[config.mk]
export PLATFORM = sky130hd
export DESIGN_NAME = or_accum_lanes_flat
export DESIGN_NICKNAME = d
export VERILOG_FILES = /design/src/rtl/or_accum_lanes_pkg.sv /design/src/rtl/or_accum_lanes_if.sv /design/src/rtl/or_accum_lanes_lane.sv /design/src/rtl/or_accum_lanes.sv /design/src/flat_wrapper.sv
export SDC_FILE = /design/constraint.sdc
export NUM_CORES = 1
export LEC_CHECK = 0
export CAP_MARGIN = 40
export CORE_MARGIN = 4
export CORE_UTILIZATION = 46
export DETAILED_ROUTE_END_ITERATION = 8
export PLACE_DENSITY = 0.84
export SLEW_MARGIN = 20
export SYNTH_ARGS = -nofsm -noshare
export SYNTH_HDL_FRONTEND = slang
export SYNTH_SLANG_ARGS = --single-unit
export TNS_END_PERCENT = 5
[constraint.sdc]
create_clock -name clk -period 11.1 [get_ports clk]
set_clock_uncertainty 0.05 [all_clocks]
set_input_delay 1.665 -clock clk [delete_from_list [all_inputs] [get_ports clk]]
set_output_delay 1.665 -clock clk [all_outputs]
set_load 0.03 [all_outputs]
[src/rtl/or_accum_lanes_pkg.sv]
// Shared types and the bitwise operator helper for the or_accum_lanes block.
package or_accum_pkg;

  typedef enum logic [1:0] {
    OP_OR  = 2'd0,
    OP_AND = 2'd1,
    OP_XOR = 2'd2
  } op_e;

  // Widest operand the helper handles. Lanes zero-extend into this width
  // and keep only their low BITS bits of the result.
  localparam int MAX_BITS = 1024;

  // Bitwise combine of two operands with the selected operator.
  function automatic logic [MAX_BITS-1:0] apply_op(input op_e op,
                                                   input logic [MAX_BITS-1:0] a,
                                                   input logic [MAX_BITS-1:0] b);
    case (op)
      OP_AND:  return a & b;
      OP_XOR:  return a ^ b;
      default: return a | b;
    endcase
  endfunction

endpackage

[src/rtl/or_accum_lanes_if.sv]
// Per-lane input and result handshake bundle for or_accum_lanes.
//
// Handshake: on both the input side (i_valid/i_ready) and the result side
// (c_valid/c_ready) a transfer happens on a rising clk edge where valid and
// ready are both 1 for that lane. A source holding valid=1 keeps its data
// stable until the transfer; ready may depend combinationally on valid's
// partner signals but valid never depends on ready.
interface or_accum_lanes_if #(
  parameter int NUM  = 4,
  parameter int BITS = 32
);
  logic [NUM-1:0]      i_valid;
  logic [NUM-1:0]      i_ready;
  logic [NUM*BITS-1:0] i_w;
  logic [NUM*BITS-1:0] i_r;
  logic [NUM-1:0]      c_valid;
  logic [NUM-1:0]      c_ready;
  logic [NUM*BITS-1:0] c;

  // Producer/collector side of the block.
  modport master (
    output i_valid, i_w, i_r, c_ready,
    input  i_ready, c_valid, c
  );

  // The accumulator itself.
  modport slave (
    input  i_valid, i_w, i_r, c_ready,
    output i_ready, c_valid, c
  );
endinterface

[src/rtl/or_accum_lanes_lane.sv]
// One accumulation lane: combines w and r with the selected operator and
// folds BEATS accepted beats into a single registered result word.
module or_accum_lane
  import or_accum_pkg::*;
#(
  parameter int BITS  = 32,
  parameter int OP    = 0,
  parameter int BEATS = 4
) (
  input  logic            clk,
  input  logic            rst,
  input  logic            clear,
  input  logic            i_valid,
  output logic            i_ready,
  input  logic [BITS-1:0] i_w,
  input  logic [BITS-1:0] i_r,
  output logic            c_valid,
  input  logic            c_ready,
  output logic [BITS-1:0] c
);

  localparam int            CW      = (BEATS > 1) ? $clog2(BEATS) : 1;
  localparam logic [CW-1:0] LAST    = CW'(BEATS - 1);
  localparam logic [1:0]    OP_CODE = OP[1:0];
  localparam op_e           OP_SEL  = op_e'(OP_CODE);

  if (OP < 0 || OP > 2) begin : g_bad_op
    $error("or_accum_lane: OP must be 0 (OR), 1 (AND) or 2 (XOR)");
  end
  if (BITS < 1 || BITS > MAX_BITS) begin : g_bad_bits
    $error("or_accum_lane: BITS out of range");
  end
  if (BEATS < 1) begin : g_bad_beats
    $error("or_accum_lane: BEATS must be at least 1");
  end

  logic [CW-1:0]       cnt;
  logic [BITS-1:0]     acc;
  logic [BITS-1:0]     term;
  logic [BITS-1:0]     fold;
  logic                accept;
  logic                closing;
  logic [MAX_BITS-1:0] w_x, r_x, a_x, t_x, f_x;
  logic                unused_hi;

  // Operator on this beat, and the running value including this beat.
  always_comb begin
    w_x = '0;
    r_x = '0;
    a_x = '0;
    w_x[BITS-1:0] = i_w;
    r_x[BITS-1:0] = i_r;
    a_x[BITS-1:0] = acc;
    t_x  = apply_op(OP_SEL, w_x, r_x);
    f_x  = apply_op(OP_SEL, a_x, t_x);
    term = t_x[BITS-1:0];
    fold = (cnt == '0) ? term : f_x[BITS-1:0];
  end

  // Upper bits of the helper results are always zero-derived and dropped.
  assign unused_hi = ^{t_x, f_x};

  // Only the closing beat needs a free result slot; clear blocks all beats.
  assign i_ready = !clear && (!c_valid || c_ready || (cnt != LAST));
  assign accept  = i_valid && i_ready;
  assign closing = accept && (cnt == LAST);

  // Window state: beat counter and partial accumulation.
  always_ff @(posedge clk or posedge rst) begin
    if (rst) begin
      cnt <= '0;
      acc <= '0;
    end else if (clear) begin
      cnt <= '0;
      acc <= '0;
    end else if (accept) begin
      acc <= fold;
      if (closing) cnt <= '0;
      else         cnt <= cnt + 1'b1;
    end
  end

  // Result register: a closing beat reloads it even while the old word is
  // being consumed, so back-to-back windows leave no bubble.
  always_ff @(posedge clk or posedge rst) begin
    if (rst) begin
      c_valid <= 1'b0;
      c       <= '0;
    end else if (closing) begin
      c_valid <= 1'b1;
      c       <= fold;
    end else if (c_valid && c_ready) begin
      c_valid <= 1'b0;
    end
  end

endmodule

[src/rtl/or_accum_lanes.sv]
// NUM independent accumulation lanes; this level only slices the flat
// buses into per-lane operands and packs the per-lane results back.
module or_accum_lanes
  import or_accum_pkg::*;
#(
  parameter int NUM   = 4,
  parameter int BITS  = 32,
  parameter int OP    = 0,
  parameter int BEATS = 4
) (
  input  logic           clk,
  input  logic           rst,
  input  logic           clear,
  or_accum_lanes_if.slave bus
);

  if (NUM < 1) begin : g_bad_num
    $error("or_accum_lanes: NUM must be at least 1");
  end

  logic            rdy_l [NUM];
  logic            cv_l  [NUM];
  logic [BITS-1:0] c_l   [NUM];

  for (genvar n = 0; n < NUM; n++) begin : g_lane
    or_accum_lane #(
      .BITS  (BITS),
      .OP    (OP),
      .BEATS (BEATS)
    ) u_lane (
      .clk     (clk),
      .rst     (rst),
      .clear   (clear),
      .i_valid (bus.i_valid[n]),
      .i_ready (rdy_l[n]),
      .i_w     (bus.i_w[n*BITS +: BITS]),
      .i_r     (bus.i_r[n*BITS +: BITS]),
      .c_valid (cv_l[n]),
      .c_ready (bus.c_ready[n]),
      .c       (c_l[n])
    );
  end

  // Pack per-lane handshake and result signals onto the flat bus.
  always_comb begin
    bus.i_ready = '0;
    bus.c_valid = '0;
    bus.c       = '0;
    for (int n = 0; n < NUM; n++) begin
      bus.i_ready[n]            = rdy_l[n];
      bus.c_valid[n]            = cv_l[n];
      bus.c[n*BITS +: BITS]     = c_l[n];
    end
  end

endmodule

[src/flat_wrapper.sv]
// flat-port wrapper written by rule: the top's interface ports become plain ports
module or_accum_lanes_flat import or_accum_pkg::*;
#(
  parameter int NUM   = 4,
  parameter int BITS  = 32,
  parameter int OP    = 0,
  parameter int BEATS = 4
)
  (clk, rst, clear, bus_i_valid, bus_i_w, bus_i_r, bus_c_ready, bus_i_ready, bus_c_valid, bus_c);
  or_accum_lanes_if #(.NUM(NUM), .BITS(BITS)) bus_i ();
  input  logic clk;
  input  logic rst;
  input  logic clear;
  input wire logic [$bits(bus_i.i_valid)-1:0] bus_i_valid;
  input wire logic [$bits(bus_i.i_w)-1:0] bus_i_w;
  input wire logic [$bits(bus_i.i_r)-1:0] bus_i_r;
  input wire logic [$bits(bus_i.c_ready)-1:0] bus_c_ready;
  output wire logic [$bits(bus_i.i_ready)-1:0] bus_i_ready;
  output wire logic [$bits(bus_i.c_valid)-1:0] bus_c_valid;
  output wire logic [$bits(bus_i.c)-1:0] bus_c;
  assign bus_i.i_valid = bus_i_valid;
  assign bus_i.i_w = bus_i_w;
  assign bus_i.i_r = bus_i_r;
  assign bus_i.c_ready = bus_c_ready;
  assign bus_i_ready = bus_i.i_ready;
  assign bus_c_valid = bus_i.c_valid;
  assign bus_c = bus_i.c;
  or_accum_lanes #(.NUM(NUM), .BITS(BITS), .OP(OP), .BEATS(BEATS)) u_core (.clk(clk), .rst(rst), .clear(clear), .bus(bus_i));
endmodule
### After elaboration in Yosys (flattened, before gate mapping)

Cells that the tools add are included.

| operators by class | value |
|---|---|
| bitwise operators | 8 |
| add/subtract/negate cells | 4 |
| mux-type cells | 32 |
| reductions and logical operators | 41 |
| equality and inequality tests | 8 |

Operators with widths:

| cell | number |
|---|---|
| two-way mux 32 bit | 12 |
| OR 32 bit | 8 |
| two-way mux 2 bit | 12 |
| logical AND 1 bit | 16 |
| nonzero test 2 bit | 8 |
| adder 2 x 1 -> 2 bit (second input constant) | 4 |
| == test 2 bit (second input constant) | 4 |
| zero test 2 bit | 4 |
| logical OR 1 bit | 8 |
| two-way mux 1 bit | 8 |
| != test 2 bit (second input constant) | 4 |
| zero test 1 bit | 5 |

| word-level totals | value |
|---|---|
| output and inout bits | 136 |
| bits in registers | 268 |
| logic and storage cells | 109 |
| input bits | 267 |

### Longest topological paths before layout

| logic depth | value |
|---|---|
| depth in word-level cells | 9 |
| mapped depth | 6 |

### Cells and area by module

Synthesis repeated with hierarchy kept, for this count alone.

| second synthesis, totals | value |
|---|---|
| cells, all modules | 1037 |
| area total of the unflattened synthesis | 12289.3 um^2 |

Modules (own cells, without submodules):

| module | sequential area each (um^2) | area each (um^2) | cells each | instances |
|---|---|---|---|---|
| or_accum_lane at u_core.g_lane[1].u_lane ... | 1676.6 | 3071.7 | 259 | 3 |
| or_accum_lane at u_core.g_lane[0].u_lane | 1676.6 | 3074.2 | 260 | 1 |

### Worst setup path before layout

No wires, ideal clock.

| timing | value |
|---|---|
| path kind | input -> output |
| from | input bus_c_ready[0] |
| to | output bus_i_ready[0] |
| setup slack | 6945 ps |
| stages on the path | 4 |
| arrival | 2440 ps |
| cells stage by stage | nand3b_1 clkbuf_1 nor2b_1 buf_4 |

| between the ends | value |
|---|---|
| word-level cells in the longest chain between the ends | 3 |

Ends and longest elaborated chain:

| what | line | text |
|---|---|---|
| start: declaration | flat_wrapper.sv:17 | `input wire logic [$bits(bus_i.c_ready)-1:0] bus_c_ready;` |
| logical OR 1 bit (2 in a row) | or_accum_lanes_lane.sv:64 | `assign i_ready = !clear && (!c_valid \|\| c_ready \|\| (cnt != LAST));` |
| logical AND 1 bit | or_accum_lanes_lane.sv:64 |  |
| end: declaration | flat_wrapper.sv:18 | `output wire logic [$bits(bus_i.i_ready)-1:0] bus_i_ready;` |

No other way between the ends.

### Worst setup path in the final report

Same ends and word-level chain as after synthesis.

==> results.toml <==
[status]
run_status = "completed"

[placed_design]
gp_congestion = 0.788
port_buffers = 402
dp_slack_ns = 5.90
place_hpwl_um = 23300

[clocking]
clk_pin_slew_ns = 0.05
root_buffer = "clkbuf_16"
clk_latency_ns = 0.52
clkSinkCount = 268
cts_max_level = 1
clock_path_buffers = 3
cts_setup_buffers = 0
cts_tree = "built"
ctsResizeCount = 0
numCtsBuffers = 29
hold_buffers = 0

[worst_setup_path]
path_max_fanout = 33
required_ns = 9.39
slowest_delay_ns = 0.70
cpMostUsedCell = "clkdlybuf4s50_1"
cp-end-kind = "primary output"
cp_data_arrival_time_ns = 3.50
crit_type = "primary input to primary output"
cp-start-kind = "primary input"
slowest_stage = "clkdlybuf4s50_1"
crit_chain = "clkdlybuf4s50_1 -> nand3b_1 -> buf_4 -> nor2b_1 -> clkdlybuf4s50_1"

[timing]
min_period_ns = 5.21
rsz0062_at_grt = "no"
min_period_over_period_pct = 47.0
finalSetupViolations = 0
hold_viol_final = 0
slew-limit-headroom_pct = 50.9
max_slew.worst_pin.slew_ns = 0.735
fin_tns_setup_ns = 0
drv_slew = 0
fin_ws_ns = 5.89
timing.fmax_ghz = 0.192

[global_routing]
grt_pass1_vias = 9789
grt_use_total_pct = 21.5
antenna_found_initial = 0
overflow = 0
grt_pass1_wl_um = 50900
grt_max_degree = 123

[floorplanning]
start_util_pct = 46.6
die_h_um = 170
dieArea_sq_mm = 0.0290
ios = 403
rows = 59
core-area_sq_mm = 0.0260
die_x_um = 170

[synth]
synth_async_sr_flop_share_pct = 100
yosysUniqueCellTypes = 40
syn_area_per_cell_sq_um = 12.1
synth-edff-count = 0
synth_cells = 1004
yosys_warnings = 0
synth_nets = 1279
ys_seq_elements = 268
synthFlopType = "dfrtp_1"
syn_area_sq_mm = 0.0121
synth_seq_area_share_pct = 55.4

[routing]
num_vias = 9334
first_pass_iters = 5
post_drt_wl_per_cell_um = 19.0
routed_wl_um = 33100
drt_iter0_drc = 549
route.detailed.drc = 0
ant_nets = 0
via_per_inst = 5.35

[final_layout]
layout_commonest_cell = "clkdlybuf4s50_1"
diodes = 0
drive_gt1_share_pct = 14.7
fill_cells = 1881
syn2layout_area_growth_pct = 43.5
nets = 1666
final_cell_mix = "clkdlybuf4s50_1, dfrtp_1, inv_1"

[pwr]
p_total_mw = 3.07
leakagePower_nw = 7.65
peakVddDrop_uv = 133
powerDensity_mw_per_mm2 = 176

[worst_hold_path]
hold_class = "flip-flop to flip-flop"

[flow_run]
drv_cap = 0
-- per-stage QoR --
| stage | hold WS [ns] | util (%) | area, sq um | cells |
|---|---|---|---|---|
| finish | 0.436 | 66.9 | 17400 | 1745 |
| global route | 0.454 | 66.9 | 17400 | 1745 |
| CTS | 0.441 | 66.7 | 17300 | 1743 |
| detailed placement | 0.424 | 63.1 | 16400 | 1693 |
| global placement | 0.421 | 62.5 | 16200 | 1684 |
| floorplan | 0.406 | - | 12100 | 1004 |
-- per-layer routing --
layer | GRT usage [%] | up-vias | routed length, um | share of wire, %
met5 | 0 | - | 0 | 0
met4 | 5.76 | 0 | 814 | 2.5
li1 | - | 4292 | - | -
met2 | 37.8 | 356 | 16700 | 51
met1 | 27.2 | 4627 | 13000 | 39
met3 | 4.46 | 59 | 2560 | 7.7
-- power by group --
| group | switching (mW) | total (mW) | internal (mW) |
|---|---|---|---|
| clock | 0.378 | 0.950 | 0.572 |
| sequential | 0.0911 | 1.22 | 1.13 |
| combinational | 0.450 | 0.896 | 0.446 |
-- worst paths after layout --
kind | from | endpoint | slack (ns) | cells after the start
max in group asynchronous | rst | u_core.g_lane[1].u_lane.acc[2] | 8.13 | 5
setup / recovery | bus_c_ready[0] | bus_i_ready[0] | 5.89 | 5
setup reg to reg | u_core.g_lane[0].u_lane.cnt[0] | u_core.g_lane[0].u_lane.c[19] | 9.08 | 5
hold / removal | u_core.g_lane[3].u_lane.acc[20] | u_core.g_lane[3].u_lane.acc[20] | 0.44 | 1
min in group asynchronous | rst | u_core.g_lane[2].u_lane.c[28] | 1.51 | 2
hold reg to reg | u_core.g_lane[3].u_lane.acc[20] | u_core.g_lane[3].u_lane.acc[20] | 0.44 | 1
-- synthesized netlist by cell type, types with 2 or more instances --
library cell  instances  area (sq um)
nand4b_1              2          17.5
nor2b_1               4          25.0
dfrtp_1             268          6710
a211oi_1              4          30.0
buf_6                11           124
buf_4                14           105
clkbuf_1             20          75.1
buf_2                15          75.1
and3_1                5          31.3
o2bb2ai_1            89           780
mux2_2               38           428
nand3_1               4          20.0
a31o_2                3          26.3
a211o_1              24           210
and2b_1               2          15.0
o31ai_1               2          15.0
nor2b_4               2          27.5
inv_1               113           424
nand2b_1              7          43.8
mux2_4               89          1340
ha_1                  8           100
o21ai_0             105           526
buf_1                 3          11.3
o32ai_1              13           114
nand2_1              11          41.3
nor2_1              105           394
nand3b_1              3          22.5
a32o_1               25           250
a21bo_2               2          20.0
a31oi_1               2          12.5
and2_1                2          12.5
-- cell type report --
cell class              count  area, sq um  area share, %
well taps                 335          419           2.41
clock inverters             5         78.8          0.453
inverters                 114          435           2.50
repair buffers            419         4280           24.6
clock buffers              45          856           4.92
flip-flops and latches    268         6710           38.6
multi-input cells         559         4610           26.5
-- logic make-up (layout without fill, tap and decap cells) --
logic type / Yosys count / count (layout) / synth area share [%]
AO/OA/AOI/OAI: 272 / 272 / 16.7
buffers and inverters: 177 / 583 / 6.75
multiplexers: 128 / 128 / 14.6
adder cells (fa/ha/maj): 8 / 8 / 0.826
AND/OR/NAND/NOR: 151 / 151 / 5.75
flip-flops: 268 / 268 / 55.4
-- worst max-delay path, delay by kind of cell --
family / cells / cell delay, ns
and+or+nand+nor: 2 / 0.29
buffers and inverters: 3 / 1.53
-- sequential cells by signal, summed over array words and instances (netlist names) --
name and count:
u_core.g_lane.u_lane.c 128, u_core.g_lane.u_lane.acc 128, u_core.g_lane.u_lane.cnt 8, u_core.g_lane.u_lane.c_valid 4
Note: power is estimated with default switching activity, not from simulation.
